--- src/rtl/vs_sensing_matrix_sequencer.sv ---
`default_nettype none
// ============================================================================
// Module   : vs_sensing_matrix_sequencer (with vs_sensing_matrix_pkg)
// Purpose  : Top-level command sequencer for the sensing matrix processor in
//            the greedy-recovery loop.
//
//            On a host start it can first order a sensing-matrix load. It then
//            runs k iterations. Each iteration does the following:
//              1. Commands an inner-product pass.
//              2. Scans the product RAM for the column with the largest
//                 absolute correlation.
//              3. Writes that column into the support list.
//              4. Hands off to the residual-update block and waits for it.
//
// Options  : VS_SEQ_EXCLUDE_SELECTED_EN - when defined, columns that were
//            already selected are masked out of later scans. The mask is a
//            COLUMNS-bit bitmap.
//
// Ports    : clock, reset_n (sync, active-low)
//            start / load_matrix / sparsity_k     host request
//            busy / done                          host status
//            smp_command / smp_start / smp_done   processor handshake
//            prod_read_addr / prod_read_data      product RAM read port
//                                                 (1-cycle read latency)
//            support_write_enable / _addr / support_index, best_magnitude
//            res_update_start / res_update_done   residual-update handshake
//
// Revision : 1.0 - initial release
// ============================================================================

package vs_sensing_matrix_pkg;
    localparam int FP_DATA_BUS_WIDTH = 32;

    typedef enum logic [1:0] {
        COMPUTE_INNER_PRODUCTS = 2'd0,
        LOAD_SENSING_MATRIX    = 2'd1
    } vs_sensing_matrix_command_t;
endpackage

module vs_sensing_matrix_sequencer
    import vs_sensing_matrix_pkg::*;
#(
    parameter int COLUMNS = 256,
    parameter int MAX_K   = 16
) (
    input  logic                             clock,
    input  logic                             reset_n,
    input  logic                             start,
    input  logic                             load_matrix,
    input  logic [7:0]                       sparsity_k,
    output logic                             busy,
    output logic                             done,
    output vs_sensing_matrix_command_t       smp_command,
    output logic                             smp_start,
    input  logic                             smp_done,
    output logic [7:0]                       prod_read_addr,
    input  logic [FP_DATA_BUS_WIDTH-1:0]     prod_read_data,
    output logic                             support_write_enable,
    output logic [7:0]                       support_write_addr,
    output logic [7:0]                       support_index,
    output logic [FP_DATA_BUS_WIDTH-1:0]     best_magnitude,
    output logic                             res_update_start,
    input  logic                             res_update_done
);

    localparam logic [3:0] c_ST_IDLE          = 4'd0;
    localparam logic [3:0] c_ST_LOAD_REQ      = 4'd1;
    localparam logic [3:0] c_ST_LOAD_WAIT     = 4'd2;
    localparam logic [3:0] c_ST_IP_REQ        = 4'd3;
    localparam logic [3:0] c_ST_IP_WAIT       = 4'd4;
    localparam logic [3:0] c_ST_SCAN          = 4'd5;
    localparam logic [3:0] c_ST_SCAN_DRAIN    = 4'd6;
    localparam logic [3:0] c_ST_SUPPORT_WRITE = 4'd7;
    localparam logic [3:0] c_ST_RES_REQ       = 4'd8;
    localparam logic [3:0] c_ST_RES_WAIT      = 4'd9;
    localparam logic [3:0] c_ST_FINISH        = 4'd10;

    localparam logic [7:0] c_LAST_ADDR = 8'(COLUMNS - 1);
    localparam logic [7:0] c_MAX_K     = 8'(MAX_K);
    localparam logic [FP_DATA_BUS_WIDTH-1:0] c_MOST_NEG =
        {1'b1, {(FP_DATA_BUS_WIDTH-1){1'b0}}};
    localparam logic [FP_DATA_BUS_WIDTH-1:0] c_MAX_POS =
        {1'b0, {(FP_DATA_BUS_WIDTH-1){1'b1}}};

    logic [3:0]                   r_state;
    logic [3:0]                   w_state_next;
    logic [7:0]                   r_k;
    logic [7:0]                   r_it;
    logic [7:0]                   w_k_clamped;
    logic                         w_start_accept;

    // Read pipeline: r_rd_valid marks that prod_read_data holds the word
    // addressed one cycle earlier. r_rd_idx holds that address.
    logic                         r_rd_valid;
    logic [7:0]                   r_rd_idx;

    logic [FP_DATA_BUS_WIDTH-1:0] r_best_mag;
    logic [7:0]                   r_best_idx;
    logic [FP_DATA_BUS_WIDTH-1:0] w_abs;
    logic                         w_masked;
    logic                         w_take;
    logic [FP_DATA_BUS_WIDTH-1:0] w_best_mag_nxt;
    logic [7:0]                   w_best_idx_nxt;
    logic                         w_scan_entry;

    assign w_k_clamped    = (sparsity_k > c_MAX_K) ? c_MAX_K : sparsity_k;
    assign w_start_accept = (r_state == c_ST_IDLE) && start;
    assign w_scan_entry   = (r_state == c_ST_IP_WAIT) && (w_state_next == c_ST_SCAN);

    // Next-state logic
    always_comb begin
        w_state_next = r_state;
        case (r_state)
            c_ST_IDLE: begin
                if (start) begin
                    if (load_matrix)
                        w_state_next = c_ST_LOAD_REQ;
                    else if (w_k_clamped == 8'd0)
                        w_state_next = c_ST_FINISH;
                    else
                        w_state_next = c_ST_IP_REQ;
                end
            end
            c_ST_LOAD_REQ:  w_state_next = c_ST_LOAD_WAIT;
            c_ST_LOAD_WAIT: begin
                if (smp_done)
                    w_state_next = (r_k == 8'd0) ? c_ST_FINISH : c_ST_IP_REQ;
            end
            c_ST_IP_REQ:    w_state_next = c_ST_IP_WAIT;
            c_ST_IP_WAIT: begin
                if (smp_done)
                    w_state_next = c_ST_SCAN;
            end
            c_ST_SCAN: begin
                if (prod_read_addr == c_LAST_ADDR)
                    w_state_next = c_ST_SCAN_DRAIN;
            end
            c_ST_SCAN_DRAIN:    w_state_next = c_ST_SUPPORT_WRITE;
            c_ST_SUPPORT_WRITE: w_state_next = c_ST_RES_REQ;
            c_ST_RES_REQ:       w_state_next = c_ST_RES_WAIT;
            c_ST_RES_WAIT: begin
                if (res_update_done)
                    w_state_next = ((r_it + 8'd1) == r_k) ? c_ST_FINISH : c_ST_IP_REQ;
            end
            c_ST_FINISH:        w_state_next = c_ST_IDLE;
            default:            w_state_next = c_ST_IDLE;
        endcase
    end

    // Magnitude of the returning word. The most negative value has no
    // positive twin, so it saturates to the largest positive value.
    always_comb begin
        w_abs = prod_read_data;
        if (prod_read_data[FP_DATA_BUS_WIDTH-1]) begin
            if (prod_read_data == c_MOST_NEG)
                w_abs = c_MAX_POS;
            else
                w_abs = -prod_read_data;
        end
    end

`ifdef VS_SEQ_EXCLUDE_SELECTED_EN
    logic [COLUMNS-1:0] r_selected;

    assign w_masked = r_selected[r_rd_idx];

    always_ff @(posedge clock) begin
        if (!reset_n) begin
            r_selected <= '0;
        end else if (w_start_accept) begin
            r_selected <= '0;
        end else if (r_state == c_ST_SUPPORT_WRITE) begin
            r_selected[support_index] <= 1'b1;
        end
    end
`else
    assign w_masked = 1'b0;
`endif

    // Strictly-greater replacement keeps the lowest index on ties.
    always_comb begin
        w_take         = r_rd_valid && !w_masked && (w_abs > r_best_mag);
        w_best_mag_nxt = w_take ? w_abs    : r_best_mag;
        w_best_idx_nxt = w_take ? r_rd_idx : r_best_idx;
    end

    // State, datapath and registered outputs. Each output is decoded from
    // the next state, so it is valid in the first cycle of that state.
    always_ff @(posedge clock) begin
        if (!reset_n) begin
            r_state              <= c_ST_IDLE;
            r_k                  <= 8'd0;
            r_it                 <= 8'd0;
            r_rd_valid           <= 1'b0;
            r_rd_idx             <= 8'd0;
            r_best_mag           <= '0;
            r_best_idx           <= 8'd0;
            busy                 <= 1'b0;
            done                 <= 1'b0;
            smp_start            <= 1'b0;
            smp_command          <= COMPUTE_INNER_PRODUCTS;
            prod_read_addr       <= 8'd0;
            support_write_enable <= 1'b0;
            support_write_addr   <= 8'd0;
            support_index        <= 8'd0;
            best_magnitude       <= '0;
            res_update_start     <= 1'b0;
        end else begin
            r_state              <= w_state_next;
            busy                 <= (w_state_next != c_ST_IDLE);
            done                 <= (w_state_next == c_ST_FINISH);
            smp_start            <= (w_state_next == c_ST_LOAD_REQ) ||
                                    (w_state_next == c_ST_IP_REQ);
            support_write_enable <= (w_state_next == c_ST_SUPPORT_WRITE);
            res_update_start     <= (w_state_next == c_ST_RES_REQ);

            // The command changes only when a request is issued, so it stays
            // stable through the whole wait for smp_done.
            if (w_state_next == c_ST_LOAD_REQ)
                smp_command <= LOAD_SENSING_MATRIX;
            else if (w_state_next == c_ST_IP_REQ)
                smp_command <= COMPUTE_INNER_PRODUCTS;

            if (w_start_accept) begin
                r_k  <= w_k_clamped;
                r_it <= 8'd0;
            end else if ((r_state == c_ST_RES_WAIT) && res_update_done) begin
                r_it <= r_it + 8'd1;
            end

            if (w_scan_entry)
                prod_read_addr <= 8'd0;
            else if ((r_state == c_ST_SCAN) && (w_state_next == c_ST_SCAN))
                prod_read_addr <= prod_read_addr + 8'd1;

            r_rd_valid <= (r_state == c_ST_SCAN);
            r_rd_idx   <= prod_read_addr;

            if (w_scan_entry) begin
                r_best_mag <= '0;
                r_best_idx <= 8'd0;
            end else begin
                r_best_mag <= w_best_mag_nxt;
                r_best_idx <= w_best_idx_nxt;
            end

            // Use the post-compare values so that the word still draining
            // in this cycle is included in the selection.
            if (w_state_next == c_ST_SUPPORT_WRITE) begin
                support_write_addr <= r_it;
                support_index      <= w_best_idx_nxt;
                best_magnitude     <= w_best_mag_nxt;
            end
        end
    end

endmodule
`default_nettype wire
--- config.mk ---
export PLATFORM = sky130hd
export DESIGN_NAME = vs_sensing_matrix_sequencer
export DESIGN_NICKNAME = d
export VERILOG_FILES = /design/src/rtl/vs_sensing_matrix_sequencer.sv
export SDC_FILE = /design/constraint.sdc
export NUM_CORES = 1
export LEC_CHECK = 0
export BUFFER_PORTS_ARGS = -buffer_cell sky130_fd_sc_hd__buf_2
export CAP_MARGIN = 20
export CORE_MARGIN = 2
export CORE_UTILIZATION = 55
export CTS_BUF_LIST = sky130_fd_sc_hd__clkbuf_2
export CTS_CLUSTER_SIZE = 30
export DETAILED_ROUTE_END_ITERATION = 6
export PLACE_DENSITY = 0.78
export RECOVER_POWER = 100
export SYNTH_ARGS = -nofsm -noshare
export SYNTH_HDL_FRONTEND = slang
export SYNTH_SLANG_ARGS = --single-unit
--- constraint.sdc ---
create_clock -name clock -period 4.79 [get_ports clock]
set_input_delay 0 -clock clock [delete_from_list [all_inputs] [get_ports clock]]
set_output_delay 0 -clock clock [all_outputs]
set_load 0.005 [all_outputs]
; Yosys cells after proc, flatten, opt, wreduce, memory -nomap -nowiden
; Cells that the tools add are included.
; Widths: inputs -> output; s select.
[classes]
n_eq_ne = 18
addsub = 3
magnitude_cmp = 2
n_reduce_logical = 13
muxes = 17
n_bitwise = 1
[op_table]
columns = cell, n
row1 = $mux 32, 3
row2 = $pmux 4 s10, 1
row3 = $mux 4, 9
row4 = $eq 32x32->1 const B, 1
row5 = $gt 32x32->1, 1
row6 = $neg 32->32, 1
row7 = $eq 4x3->1 const B, 6
row8 = $add 8x1->8 const B, 2
row9 = $eq 4x4->1 const B, 4
row10 = $logic_not 8->1, 2
row11 = $mux 8, 2
row12 = $eq 4x2->1 const B, 3
row13 = $eq 4x1->1 const B, 2
row14 = $eq 8x8->1, 1
row15 = $eq 8x8->1 const B, 1
row16 = $gt 8x5->1 const B, 1
row17 = $logic_and 1x1->1, 5
row18 = $logic_not 4->1, 1
row19 = $reduce_bool 4->1, 1
row20 = $reduce_or 2->1, 2
row21 = $mux 1, 2
row22 = $reduce_bool 2->1, 1
row23 = $logic_or 1x1->1, 1
row24 = $not 1->1, 1
[word_totals]
word_cells = 71
output_inout_bits = 63
inputBits = 46
regBits = 131

; Logic depth before layout (Yosys ltp)
[depth]
depth_word = 10
depth_mapped = 19
ltp_nobuf = 15

; Least setup slack after synthesis
; OpenSTA, ideal clock, no wires.
[synth_path]
path_kind = input to register
startpoint = input prod_read_data[20]
endpoint = register best_magnitude[10]
cell_stages = 16
path_slack_ns = 0.895
setup_ns = 0.133
arrival_ns = 3.763
required_time_ns = 4.657
n_path_buf = 4
cell_sequence = or3_4 > or3_4 > or3_4 > or4b_4 > buf_6 > buf_12 > nand2_2 > ha_1 > nand4_1 > a2111o_1 > a31oi_1 > o31a_1 > clkbuf_1 > buf_2 > mux2i_1 > a21oi_1
[synth_via]
elab_chain_len = 6
elab_cells_between_ends = 7
cone_classes = add/sub (1) / order compare (1) / eq/ne (1) / mux (3) / reduce/logical (1)
[synth_rtl]
columns = item, line
row1 = from (decl), 57  ; input logic [FP_DATA_BUS_WIDTH-1:0] prod_read_data,
row2 = $neg 32->32 or $eq 32x32->1 (tied branches), "158, 155"
row3 = $mux 32, 155  ; if (prod_read_data == c_MOST_NEG)
row4 = $mux 32 (*), 154  ; if (prod_read_data[FP_DATA_BUS_WIDTH-1]) begin
row5 = $gt 32x32->1, 182  ; w_take = r_rd_valid && !w_masked && (w_abs > r_best_mag);
row6 = $logic_and 1x1->1, 182
row7 = $mux 32 (*), 183  ; w_best_mag_nxt = w_take ? w_abs : r_best_mag;
row8 = to (signal assigned), 252  ; best_magnitude <= w_best_mag_nxt;
row9 = to (decl), 61  ; output logic [FP_DATA_BUS_WIDTH-1:0] best_magnitude,
; Every way passes the cells marked *; elsewhere a longest branch is shown, timed or not.
; A chain may end at the register's enable or synchronous reset.

; Worst setup path in the final report
[layout_path]
startpoint = input prod_read_data[14]
endpoint = register best_magnitude[22]
; The elaborated chain is that of the path after synthesis.

==> metrics.txt <==
failing checks=max-capacitance violations, max-slew violations; Worst path slowest cell=dlygate4sd3_1; clk root buf=clkbuf_2; hold path depth=4; 1st-pass router iterations=7; delay-heaviest family, CP=buffers and inverters; WP data arrival=4980 ps; worst setup path category=primary input to flip-flop; IO Count=between 100 and 150; Die X=roughly 120 µm; outcome=finished with violations; share of the synthesized area in the top cell type=a little under two fifths; synth-to-layout area growth=21.0%; share of cells above drive strength 1=~14%; Post-DP Area=between 7000 and 8000 µm²; clock tree buffer depth=2; CTS Sinks=~130; IO Port Bufs=107; top post-synthesis cells by count=dfxtp_1 (131), nor2_1 (79), nand2_1 (61), nand3_1 (50), o21ai_0 (49); Worst-Margin Slew=1890 ps; initial core utilization=56.9%; Main synth FF type=dfxtp_1; distinct cell type count after synthesis=66; RSZ-0062 raised after global routing=false; number of flops mapped to enable cells by yosys=0; type of the most critical hold path=primary input to flip-flop; Mapped Avg Cell Area=8.49 µm²; register area share after synthesis=around two fifths; Synth Warn #=0; largest net degree at the start of global routing=62; Final min period=4440 ps; CP Buf/Inv Count=5; Worst path max stage delay=600 ps; Synth Cell Area=about 6900 µm²; max-slew violation count=89; Mapped Cells=roughly 810; # rows=40; Clock Latency Late Sink=670 ps; post-route cell area=8340 µm²; final setup vio count=0; Pwr Density=between 200 and 300 nW/µm²; VDD IR max=0.255 mV; period utilisation layout=between 90% and 100%; die area=approximately 13,000 µm²; Via Count=6,352; WL/cell=15.2 µm; ys async rst share=0%; number of DRC markers in iteration 0=between 500 and 600; number of nets in the layout=1,037; count leader, synth=dfxtp_1; Final Wtd Congestion=0.892; Residual DRC=0; cts bufs inserted=17; Final ANT Viol Nets=0; Worst EP required=5330 ps; crit path cell chain=dlygate4sd3_1, clkbuf_1, or3_1, or4_1, o41ai_1, xor2_1, dlygate4sd3_1, nand2_1, ha_1, nand4_1, nor4_2, inv_1, a31oi_1, o31a_1, buf_12, mux2i_1, a21oi_1; H-tree levels=4; post-synth top area cell=dfxtp_1; Yosys reg bits=131; first-pass GRT wire length=28,900 µm; CP endpoint kind=flip-flop; WL final=between 15,000 and 20,000 µm; CTS clk-pin slew, worst paths=200 ps; Die H=roughly 120 µm; ant diodes=0; DP HPWL=~12,000 µm; Pleak=0.00329 µW; total grt overflow=0; gr usage total=26.9%; largest cells by area after synthesis=dfxtp_1 (38%), ha_1 (6.4%), mux2i_1 (4.9%), xor2_1 (4.4%), nor2_1 (4.3%); R2R cell count=7; Max Fclk=~0.23 GHz; Crit path top cell by count=dlygate4sd3_1; vias in the first global route=6,043; critical path launch point type=primary input; Hold Fails Final Rpt=0; Core Area=~12,000 µm²; Synthesized Nets=893; post-route setup TNS=0 ps; WP depth=17; Slew HR=-26.1%; Crit Path Max Fanout=18; Fin Clk Skew=32.4 ps; CTS tree=built; # Max-Cap Violations=2; initial antenna violation count=0; vias per cell=5.59
## per-stage QoR
step	utilization [%]	cells	power (µW)	hold slack, ps	setup WS [ps]
final	68.8	1137	2290	92.9	346
after global routing	68.8	1137	2390	116	51.0
after CTS	69.5	1137	2300	50.9	379
after detailed placement	62.2	1047	1450	240	444
after global placement	62.2	1047	1450	225	501
after floorplan	-	812	1360	125	895
## layout make-up
class / count / area (µm²)
multi-input combinational: 589 / 3880
sequential: 131 / 2620
fill: 1026 / 3770
timing repair buffer: 175 / 1160
inverter: 42 / 158
tap: 168 / 210
clock inverter: 13 / 208
clock buffer: 19 / 95.1
## state kept, by name, summed over array words and instances, names as in the netlist, 4 cells and up
| signal | count |
|---|---|
| prod_read_addr | 8 |
| r_k | 8 |
| r_best_idx | 8 |
| r_rd_idx | 8 |
| support_index | 8 |
| support_write_addr | 8 |
| r_best_mag | 32 |
| r_state | 4 |
| best_magnitude | 32 |
| r_it | 8 |
## metal layers
metal	GRT usage [%]	part of all wire, %	routed length (µm)	up-vias
met5	0	0	0	-
met4	12.5	3.6	629	0
met3	4.60	5.3	914	57
met2	43.5	47	8060	217
met1	35.1	44	7660	2914
li1	-	-	-	3164
## repair_timing
item | 4_1_cts | 5_1_grt
endpoints found under the setup margin | 0 | 1
hold buffers | 58 | 0
setup buffers | 0 | 0
resized for setup | 0 | 1
endpoints found under the hold margin | 103 | 0
## power breakdown
group          leakage (µW)  switching, µW  internal [µW]
Sequential          0.00106           21.0           1110
Clock              0.000170            405            400
Combinational       0.00206            193            157
Total               0.00329            619           1670
## cells by family after synthesis
kind of cell             share of synthesized area, %
XOR/XNOR                                         5.72
other                                          0.0544
AND/OR/NAND/NOR                                  23.7
flip-flops                                       38.1
buffers and inverters                            5.63
AO/OA/AOI/OAI                                    15.6
multiplexers                                     4.94
adder cells (fa/ha/maj)                          6.36
## worst reg2reg max path: stages (launching register included)
cell and delay (ps):
dfxtp_1 480, and3_1 210, nand2_1 100, o21ai_0 700, o221ai_1 460, or2_2 390
o22ai_1 220, nor3b_1 240
## final timing paths
kind / from / end / slack [ps]
worst max-delay path: prod_read_data[14] / best_magnitude[22]$_SDFFE_PN0P_ / 350
worst min-delay path: smp_done / r_best_idx[1]$_SDFF_PP0_ / 90
worst max register to register: prod_read_addr[4]$_SDFFE_PP0P_ / done$_SDFF_PN0_ / 1930
worst min register to register: support_write_addr[7]$_SDFFE_PN0P_ / support_write_addr[7]$_SDFFE_PN0P_ / 480
## cells in the final DEF (no fill, tap or decap), types with 4 or more instances in the layout
cell             n
or2_2            4
nand4_1         24
clkbuf_2        19
nor2_1          79
or3_1            8
buf_4            6
nand2_1         62
nor3b_1          7
and2_1           7
a21oi_1         38
xor2_1          35
o21a_1           5
clkbuf_1        39
nor3_1          11
o21ai_0         55
and3_1           6
and2_0           7
or4_1            5
a21boi_0         8
nor2b_1          7
inv_1           42
nor4_1           5
dfxtp_1        131
nand2_4          8
buf_2           69
ha_1            35
dlygate4sd3_1   58
a211oi_1         7
nand3_1         50
o31ai_1          7
o41ai_1          7
bufinv_16        5
xnor2_1         10
mux2i_1         34
a211oi_2         6
(Power assumes the default switching activity.)
